[src/rtl/sna_pkg.sv]
// Shared types and constants for the serial nibble adder.
package sna_pkg;

    localparam int unsigned NIB_W = 4;

    typedef enum logic {
        ACCUM = 1'b0,
        HOLD  = 1'b1
    } state_e;

    // Ceiling log2, used to size the nibble index (callers guarantee n >= 2).
    function automatic int unsigned clog2(input int unsigned n);
        int unsigned r;
        r = 0;
        for (int unsigned v = n - 1; v > 0; v = v >> 1) begin
            r = r + 1;
        end
        return r;
    endfunction

endpackage

[src/rtl/serial_nibble_adder_if.sv]
// Nibble input and word result handshakes of the serial nibble adder.
interface serial_nibble_adder_if
    import sna_pkg::*;
#(
    parameter int unsigned NIBBLES = 4
);
    localparam int unsigned W = NIB_W * NIBBLES;

    logic             in_valid;
    logic             in_ready;
    logic [NIB_W-1:0] in_a;
    logic [NIB_W-1:0] in_b;
    logic             in_cin;
    logic             out_valid;
    logic             out_ready;
    logic [W-1:0]     out_sum;
    logic             out_cout;
    logic             out_ovf;

    modport master (
        output in_valid, in_a, in_b, in_cin, out_ready,
        input  in_ready, out_valid, out_sum, out_cout, out_ovf
    );

    modport slave (
        input  in_valid, in_a, in_b, in_cin, out_ready,
        output in_ready, out_valid, out_sum, out_cout, out_ovf
    );

endinterface

[src/rtl/four_bit_adder.sv]
// Shared 4-bit adder stage reused for every nibble of a word.
module four_bit_adder (
    input  logic [3:0] a,
    input  logic [3:0] b,
    input  logic       cin,
    output logic [3:0] sum,
    output logic       cout
);

    assign {cout, sum} = 5'(a) + 5'(b) + 5'(cin);

endmodule

[src/rtl/serial_nibble_adder.sv]
// Multi-precision adder: one nibble pair per accepted beat, LSB first, word result held until taken.
// Optional signed overflow output enabled by defining SERIAL_NIBBLE_ADDER_OVF_EN.
module serial_nibble_adder
    import sna_pkg::*;
#(
    parameter int unsigned NIBBLES = 4
) (
    input  logic              clk,
    input  logic              rst,
    serial_nibble_adder_if.slave bus
);

    localparam int unsigned W     = NIB_W * NIBBLES;
    localparam int unsigned IDX_W = clog2(NIBBLES);
    localparam logic [IDX_W-1:0] LAST_IDX = IDX_W'(NIBBLES - 1);

    state_e           state_q, state_d;
    logic [IDX_W-1:0] idx_q, idx_d;
    logic             carry_q, carry_d;
    logic [W-1:0]     sum_q, sum_d;
    logic             cout_q, cout_d;

    logic [NIB_W-1:0] add_s;
    logic             add_cin;
    logic             add_cy;

    four_bit_adder u_adder (
        .a    (bus.in_a),
        .b    (bus.in_b),
        .cin  (add_cin),
        .sum  (add_s),
        .cout (add_cy)
    );

    assign add_cin = (idx_q == '0) ? bus.in_cin : carry_q;

`ifdef SERIAL_NIBBLE_ADDER_OVF_EN
    logic ovf_q, ovf_d;
    logic ovf_nib;

    // Signed overflow: like-signed operands producing an opposite-signed top nibble.
    assign ovf_nib = (bus.in_a[NIB_W-1] == bus.in_b[NIB_W-1]) &&
                     (add_s[NIB_W-1] != bus.in_a[NIB_W-1]);
`endif

    // Next-state and datapath update.
    always_comb begin
        state_d = state_q;
        idx_d   = idx_q;
        carry_d = carry_q;
        sum_d   = sum_q;
        cout_d  = cout_q;
`ifdef SERIAL_NIBBLE_ADDER_OVF_EN
        ovf_d   = ovf_q;
`endif
        unique case (state_q)
            ACCUM: begin
                if (bus.in_valid) begin
                    for (int unsigned i = 0; i < NIBBLES; i++) begin
                        if (idx_q == IDX_W'(i)) begin
                            sum_d[i*NIB_W +: NIB_W] = add_s;
                        end
                    end
                    carry_d = add_cy;
                    if (idx_q == LAST_IDX) begin
                        idx_d   = '0;
                        cout_d  = add_cy;
`ifdef SERIAL_NIBBLE_ADDER_OVF_EN
                        ovf_d   = ovf_nib;
`endif
                        state_d = HOLD;
                    end else begin
                        idx_d = idx_q + IDX_W'(1);
                    end
                end
            end
            HOLD: begin
                if (bus.out_ready) begin
                    state_d = ACCUM;
                end
            end
            default: state_d = ACCUM;
        endcase
    end

    always_ff @(posedge clk) begin
        if (rst) begin
            state_q <= ACCUM;
            idx_q   <= '0;
            carry_q <= 1'b0;
            sum_q   <= '0;
            cout_q  <= 1'b0;
        end else begin
            state_q <= state_d;
            idx_q   <= idx_d;
            carry_q <= carry_d;
            sum_q   <= sum_d;
            cout_q  <= cout_d;
        end
    end

`ifdef SERIAL_NIBBLE_ADDER_OVF_EN
    always_ff @(posedge clk) begin
        if (rst) begin
            ovf_q <= 1'b0;
        end else begin
            ovf_q <= ovf_d;
        end
    end

    assign bus.out_ovf = ovf_q;
`else
    assign bus.out_ovf = 1'b0;
`endif

    // in_ready depends on state and reset only, never on out_ready.
    assign bus.in_ready  = (state_q == ACCUM) && !rst;
    assign bus.out_valid = (state_q == HOLD);
    assign bus.out_sum   = sum_q;
    assign bus.out_cout  = cout_q;

endmodule

[src/flat_wrapper.sv]
// flat-port wrapper written by rule: the top's interface ports become plain ports
module serial_nibble_adder_flat import sna_pkg::*;
#(
    parameter int unsigned NIBBLES = 4
)
  (clk, rst, bus_in_valid, bus_in_a, bus_in_b, bus_in_cin, bus_out_ready, bus_in_ready, bus_out_valid, bus_out_sum, bus_out_cout, bus_out_ovf);
  serial_nibble_adder_if #(.NIBBLES(NIBBLES)) bus_i ();
  input  logic clk;
  input  logic rst;
  input wire logic [$bits(bus_i.in_valid)-1:0] bus_in_valid;
  input wire logic [$bits(bus_i.in_a)-1:0] bus_in_a;
  input wire logic [$bits(bus_i.in_b)-1:0] bus_in_b;
  input wire logic [$bits(bus_i.in_cin)-1:0] bus_in_cin;
  input wire logic [$bits(bus_i.out_ready)-1:0] bus_out_ready;
  output wire logic [$bits(bus_i.in_ready)-1:0] bus_in_ready;
  output wire logic [$bits(bus_i.out_valid)-1:0] bus_out_valid;
  output wire logic [$bits(bus_i.out_sum)-1:0] bus_out_sum;
  output wire logic [$bits(bus_i.out_cout)-1:0] bus_out_cout;
  output wire logic [$bits(bus_i.out_ovf)-1:0] bus_out_ovf;
  assign bus_i.in_valid = bus_in_valid;
  assign bus_i.in_a = bus_in_a;
  assign bus_i.in_b = bus_in_b;
  assign bus_i.in_cin = bus_in_cin;
  assign bus_i.out_ready = bus_out_ready;
  assign bus_in_ready = bus_i.in_ready;
  assign bus_out_valid = bus_i.out_valid;
  assign bus_out_sum = bus_i.out_sum;
  assign bus_out_cout = bus_i.out_cout;
  assign bus_out_ovf = bus_i.out_ovf;
  serial_nibble_adder #(.NIBBLES(NIBBLES)) u_core (.clk(clk), .rst(rst), .bus(bus_i));
endmodule
[config.mk]
export PLATFORM = sky130hd
export DESIGN_NAME = serial_nibble_adder_flat
export DESIGN_NICKNAME = d
export VERILOG_FILES = /design/src/rtl/sna_pkg.sv /design/src/rtl/serial_nibble_adder_if.sv /design/src/rtl/four_bit_adder.sv /design/src/rtl/serial_nibble_adder.sv /design/src/flat_wrapper.sv
export SDC_FILE = /design/constraint.sdc
export NUM_CORES = 1
export LEC_CHECK = 0
export ABC_AREA = 1
export CORE_UTILIZATION = 51
export CTS_BUF_LIST = sky130_fd_sc_hd__clkbuf_4 sky130_fd_sc_hd__clkbuf_8
export DETAILED_ROUTE_END_ITERATION = 7
export PLACE_DENSITY_LB_ADDON = 0.08
export SLEW_MARGIN = 5
export SYNTH_ARGS = -nofsm -noshare
export SYNTH_HDL_FRONTEND = slang
export SYNTH_SLANG_ARGS = --single-unit
[constraint.sdc]
create_clock -name clk -period 4.75 [get_ports clk]
set_input_delay 0.475 -clock clk [delete_from_list [all_inputs] [get_ports clk]]
set_output_delay 0.475 -clock clk [all_outputs]
set_load 0.01 [all_outputs]
; ---- After elaboration in Yosys (flattened, before gate mapping)
; Cells that the tools add are included.
[word_totals]
ff_bits = 21
elab_cells = 29
[op_classes]
n_addsub = 3
bitwise = 1
muxes = 6
eq_ne = 3
n_reduce_logical = 8
[ops]
columns = operator, n
row1 = 3-bit AND reduction, 4
row2 = 4-bit by 4-bit adder with 5-bit output, 1
row3 = 5-bit by 1-bit adder with 5-bit output, 1
row4 = "2-bit equality test, second input constant", 2
row5 = 1-bit 2-to-1 mux, 4
row6 = "2-bit by 1-bit adder with 2-bit output, second input constant", 1
row7 = "2-bit by 1-bit equality test with 1-bit output, second input constant", 1
row8 = 2-bit zero test, 1
row9 = 2-bit 2-to-1 mux, 1
row10 = 1-bit one-hot mux with 2 select lines, 1
row11 = 2-bit AND reduction, 1
row12 = 1-bit logical AND, 1
row13 = 1-bit zero test, 1
row14 = 1-bit inverter, 1

; ---- Longest topological paths before layout
[depth]
word_depth = 4
mapped_depth = 12
depth_no_buf = 12

; ---- Modules after synthesis
; From an unflattened synthesis, not the netlist that was laid out.
[hier_totals]
hier_cells = 164
area_unflattened_um2 = 1092.3
[by_module_without_submodules]
columns = mod, cells_each, area_per_inst_um2, n_inst
row1 = serial_nibble_adder, 139, 927.1, 1
row2 = four_bit_adder, 25, 165.2, 1

; ---- Worst setup path before layout
; Ideal clock, no wire load.
[synth_path]
path_kind = register to register
from = register u_core.idx_q[0]
to = register u_core.sum_q[14], in the netlist u_core.bus.out_sum[14]
synth_period_minus_slack_ns = 1.966
setup_slack_ns = 2.784
path_buffers = 0
required_ns = 4.625
stages_incl_launch_ff = 11
arrival_time_ns = 1.841
path_cell_list = dfxtp_1 inv_1 ha_1 inv_1 nand2_1 nand2_1 fa_1 inv_1 fa_1 xor2_1 o21ai_1
[synth_via]
elab_chain_len = 3
word_cells_on_any_way = 5
cone_classes = 1 x add/sub / 1 x eq/ne / 1 x mux / 2 x reduce/logical
[synth_rtl]
columns = item, line
row1 = from (decl), serial_nibble_adder.sv:18  ; logic [IDX_W-1:0] idx_q, idx_d;
row2 = from (signal assigned), serial_nibble_adder.sv:95  ; idx_q <= idx_d;
row3 = 2-bit zero test, serial_nibble_adder.sv:35  ; assign add_cin = (idx_q == '0) ? bus.in_cin : carry_q;
row4 = 1-bit 2-to-1 mux, serial_nibble_adder.sv:35
row5 = 5-bit by 1-bit adder with 5-bit output, four_bit_adder.sv:10  ; assign {cout, sum} = 5'(a) + 5'(b) + 5'(cin);
row6 = to (signal assigned), serial_nibble_adder.sv:97  ; sum_q <= sum_d;
row7 = to (decl), serial_nibble_adder.sv:20  ; logic [W-1:0] sum_q, sum_d;
; Several ways; a longest one is shown, not always the timed one.
; A chain may end at the register's enable or synchronous reset.

; ---- Worst setup path in the final report
[layout_path]
from = input port rst
to = output port bus_in_ready
[layout_via]
elab_chain_len = 2
[layout_rtl]
columns = item, line
row1 = from (decl), flat_wrapper.sv:9  ; input logic rst;
row2 = 1-bit zero test, serial_nibble_adder.sv:117  ; assign bus.in_ready = (state_q == ACCUM) && !rst;
row3 = 1-bit logical AND, serial_nibble_adder.sv:117
row4 = to (decl), flat_wrapper.sv:15  ; output wire logic [$bits(bus_i.in_ready)-1:0] bus_in_ready;
; No other way between the ends.

==> reports/metrics.cfg <==
[outcome]
status=complete, no violations

[yosys]
synthAdderAreaFrac_pct=12.0
ys_seq_area_share_pct=39.6
synth_mux_area_share_pct=0
yosys.cell_types.count=21
synth_compound_area_share_pct=16.0
synth_area_um2=1060
synthSimpleGateAreaFrac_pct=20.8
synth_top_family_by_area=simple AND/OR/NAND/NOR gates
avgSynthCellArea_um2=8.43
synthCells=126
syn-num-nets=148
synth_warnings=0
synth_seq_cells=21
synth_xor_area_share_pct=0.824

[floorplanning]
dieWidth_um=47.6
start_util_pct=54.1
die_h_um=47.6
ios=33
core_um2=1960
rows=16
dieArea_um2=2270

[cts]
cts_tree=yes
clk_path_buf_depth=2
numCtsBuffers=3
cts_root_buf=clkbuf_4
postCtsHoldBufs=0
cts_sinks=21
clk_pin_slew_worst_paths_ps=110
post-cts-setup-buffers=0
clock_latency_ps=300
htreeDepth=1
cts_resized=0

[detailed_routing]
wirelength_mm=2.19
vias=916
drt-wirelength-per-cell_um=11.9
firstDrtPassIters=4
drc_errors=0
ant_nets=0
vias_per_cell=4.98
drt_iter0_markers=10

[critical_path]
reg2reg_to=u_core.bus.out_sum[6]
r2r_cells=10
reg2reg_slack_ps=2530
cp_max_fo=8
cp-end-kind=output port
cp.arrival_ps=1760
critPathLaunchType=input port
worstPathRequired_ps=4280
timing_worst_setup_path_type=in -> out
r2r-start=u_core.idx_q[0]

[global_routing]
grt_overflow=0
grt_usage_pct=21.5
grt_pass1_vias=831
grt_pass1_wl_mm=3.44
grt_max_degree=17
antenna_found_initial=0

[pwr]
power_leakage_nw=0.621
ir_drop_mv=0.172
power_density_nw_per_um2=272

[layout]
regArea_um2=420
design_area_um2=1390
fillers=178
multi_input_area_um2=532
areaGrowthSynthToFinish_pct=31.0
n_antenna_cell=0
final_core_util_pct=70.9
layout-drive-gt1-share_pct=8.28
finalNetCount=180

[hold_path]
hold_path_depth=2
hold_path_class=reg -> reg
min_to=u_core.bus.out_sum[12]
hold_start=u_core.bus.out_sum[12]

[timing]
setup_viol=0
fin_crit_sh_pct=47.0
rsz0062_at_grt=no
tns_ps=0
hold_viol=0
finalHoldWorstSlack_ps=482
fin_skew_ps=9.11
period_minus_slack_ps=2230
fmax_ghz=0.448
slew_violations=0

[placed_design]
dp_hpwl_mm=1.75
io_buffers=31
gp_congestion=0.799
dpl_cell_area_um2=1360

[run]
drv_cap=0

[cell usage in the layout (no fill, tap or decap), types with 2 or more instances in the layout]
master,n
clkdlybuf4s50_1,31
o21ai_1,4
clkbuf_4,3
nor2_8,2
dfxtp_1,21
o21a_1,3
inv_2,3
nor2_1,4
fa_1,2
a21oi_1,13
inv_1,15
nand3_1,11
nand2_1,19
ha_1,7
o21ai_0,11
nand2_4,2
[cell usage after synthesis, drive strengths merged]
library cell   n  area share, %
fa             2            3.8
o21ai         15            7.1
a21oi         13            6.1
dfxtp         21             40
buf            4            4.0
o21a           3            2.1
o31ai          1           0.71
ha             7            8.2
xor2           1           0.82
inv           18            6.4
nand2         21            8.8
conb           1           0.35
nand3         11            5.2
nor2           8            6.8
[critical path, cell delays in order]
cell	delay, ps
clkdlybuf4s50_1	580
nor2_1	150
clkdlybuf4s50_1	550
[worst max path at each step]
stage / start / endpoint / slack, ps / depth (start not counted)
after floorplan: u_core.idx_q[0] / u_core.bus.out_sum[14] / 2780 / 10
after global placement: rst / bus_in_ready / 2530 / 3
after detailed placement: rst / bus_in_ready / 2510 / 3
after CTS: rst / bus_in_ready / 2510 / 3
after global routing: u_core.idx_q[0] / u_core.bus.out_sum[10] / 2370 / 10
final: rst / bus_in_ready / 2520 / 3
[layer usage]
metal,vias up,GRT usage [%],routed length [µm]
met5,-,0,0
met4,0,5.56,30
met3,6,3.40,82
met2,28,38.9,1080
met1,415,26.6,1000
li1,467,-,-
[power by group]
part | internal (W) | total [W] | switching, W
Clock | 0.0000313 | 0.0000851 | 0.0000538
Combinational | 0.0000468 | 0.000100 | 0.0000531
Sequential | 0.000187 | 0.000194 | 0.00000655
Total | 0.000266 | 0.000379 | 0.000113
[sequential cells by signal, indices dropped and copies added, names as in the netlist]
name	count
u_core.bus.out_cout	1
u_core.bus.out_sum	16
u_core.bus.out_valid	1
u_core.carry_q	1
u_core.idx_q	2
[cell families (layout without fill, tap and decap cells)]
group                      count (synthesis)  after routing
and+or+nand+nor                           40             40
buffers and inverters                     22             53
other                                      1              1
AOI/OAI and AO/OA                         32             32
adders and majority gates                  9              9
DFF                                       21             21
xor gates and xnor gates                   1              1
[layout make-up]
class	instances	share of cell area (%)
clock inverter	1	0.360
timing repair buffer	31	22.3
sequential	21	30.2
clock buffer	3	1.62
inverter	18	4.86
tap	27	2.43
multi-input combinational	83	38.2
[through the flow]
stage	total power [W]	cells	setup WS, ps
after floorplan	0.000259	126	2780
after global placement	0.000294	180	2530
after detailed placement	0.000298	180	2510
after CTS	0.000382	184	2510
after global routing	0.000403	184	2370
final	0.000379	184	2520
Note: power is estimated with default switching activity, not from simulation.
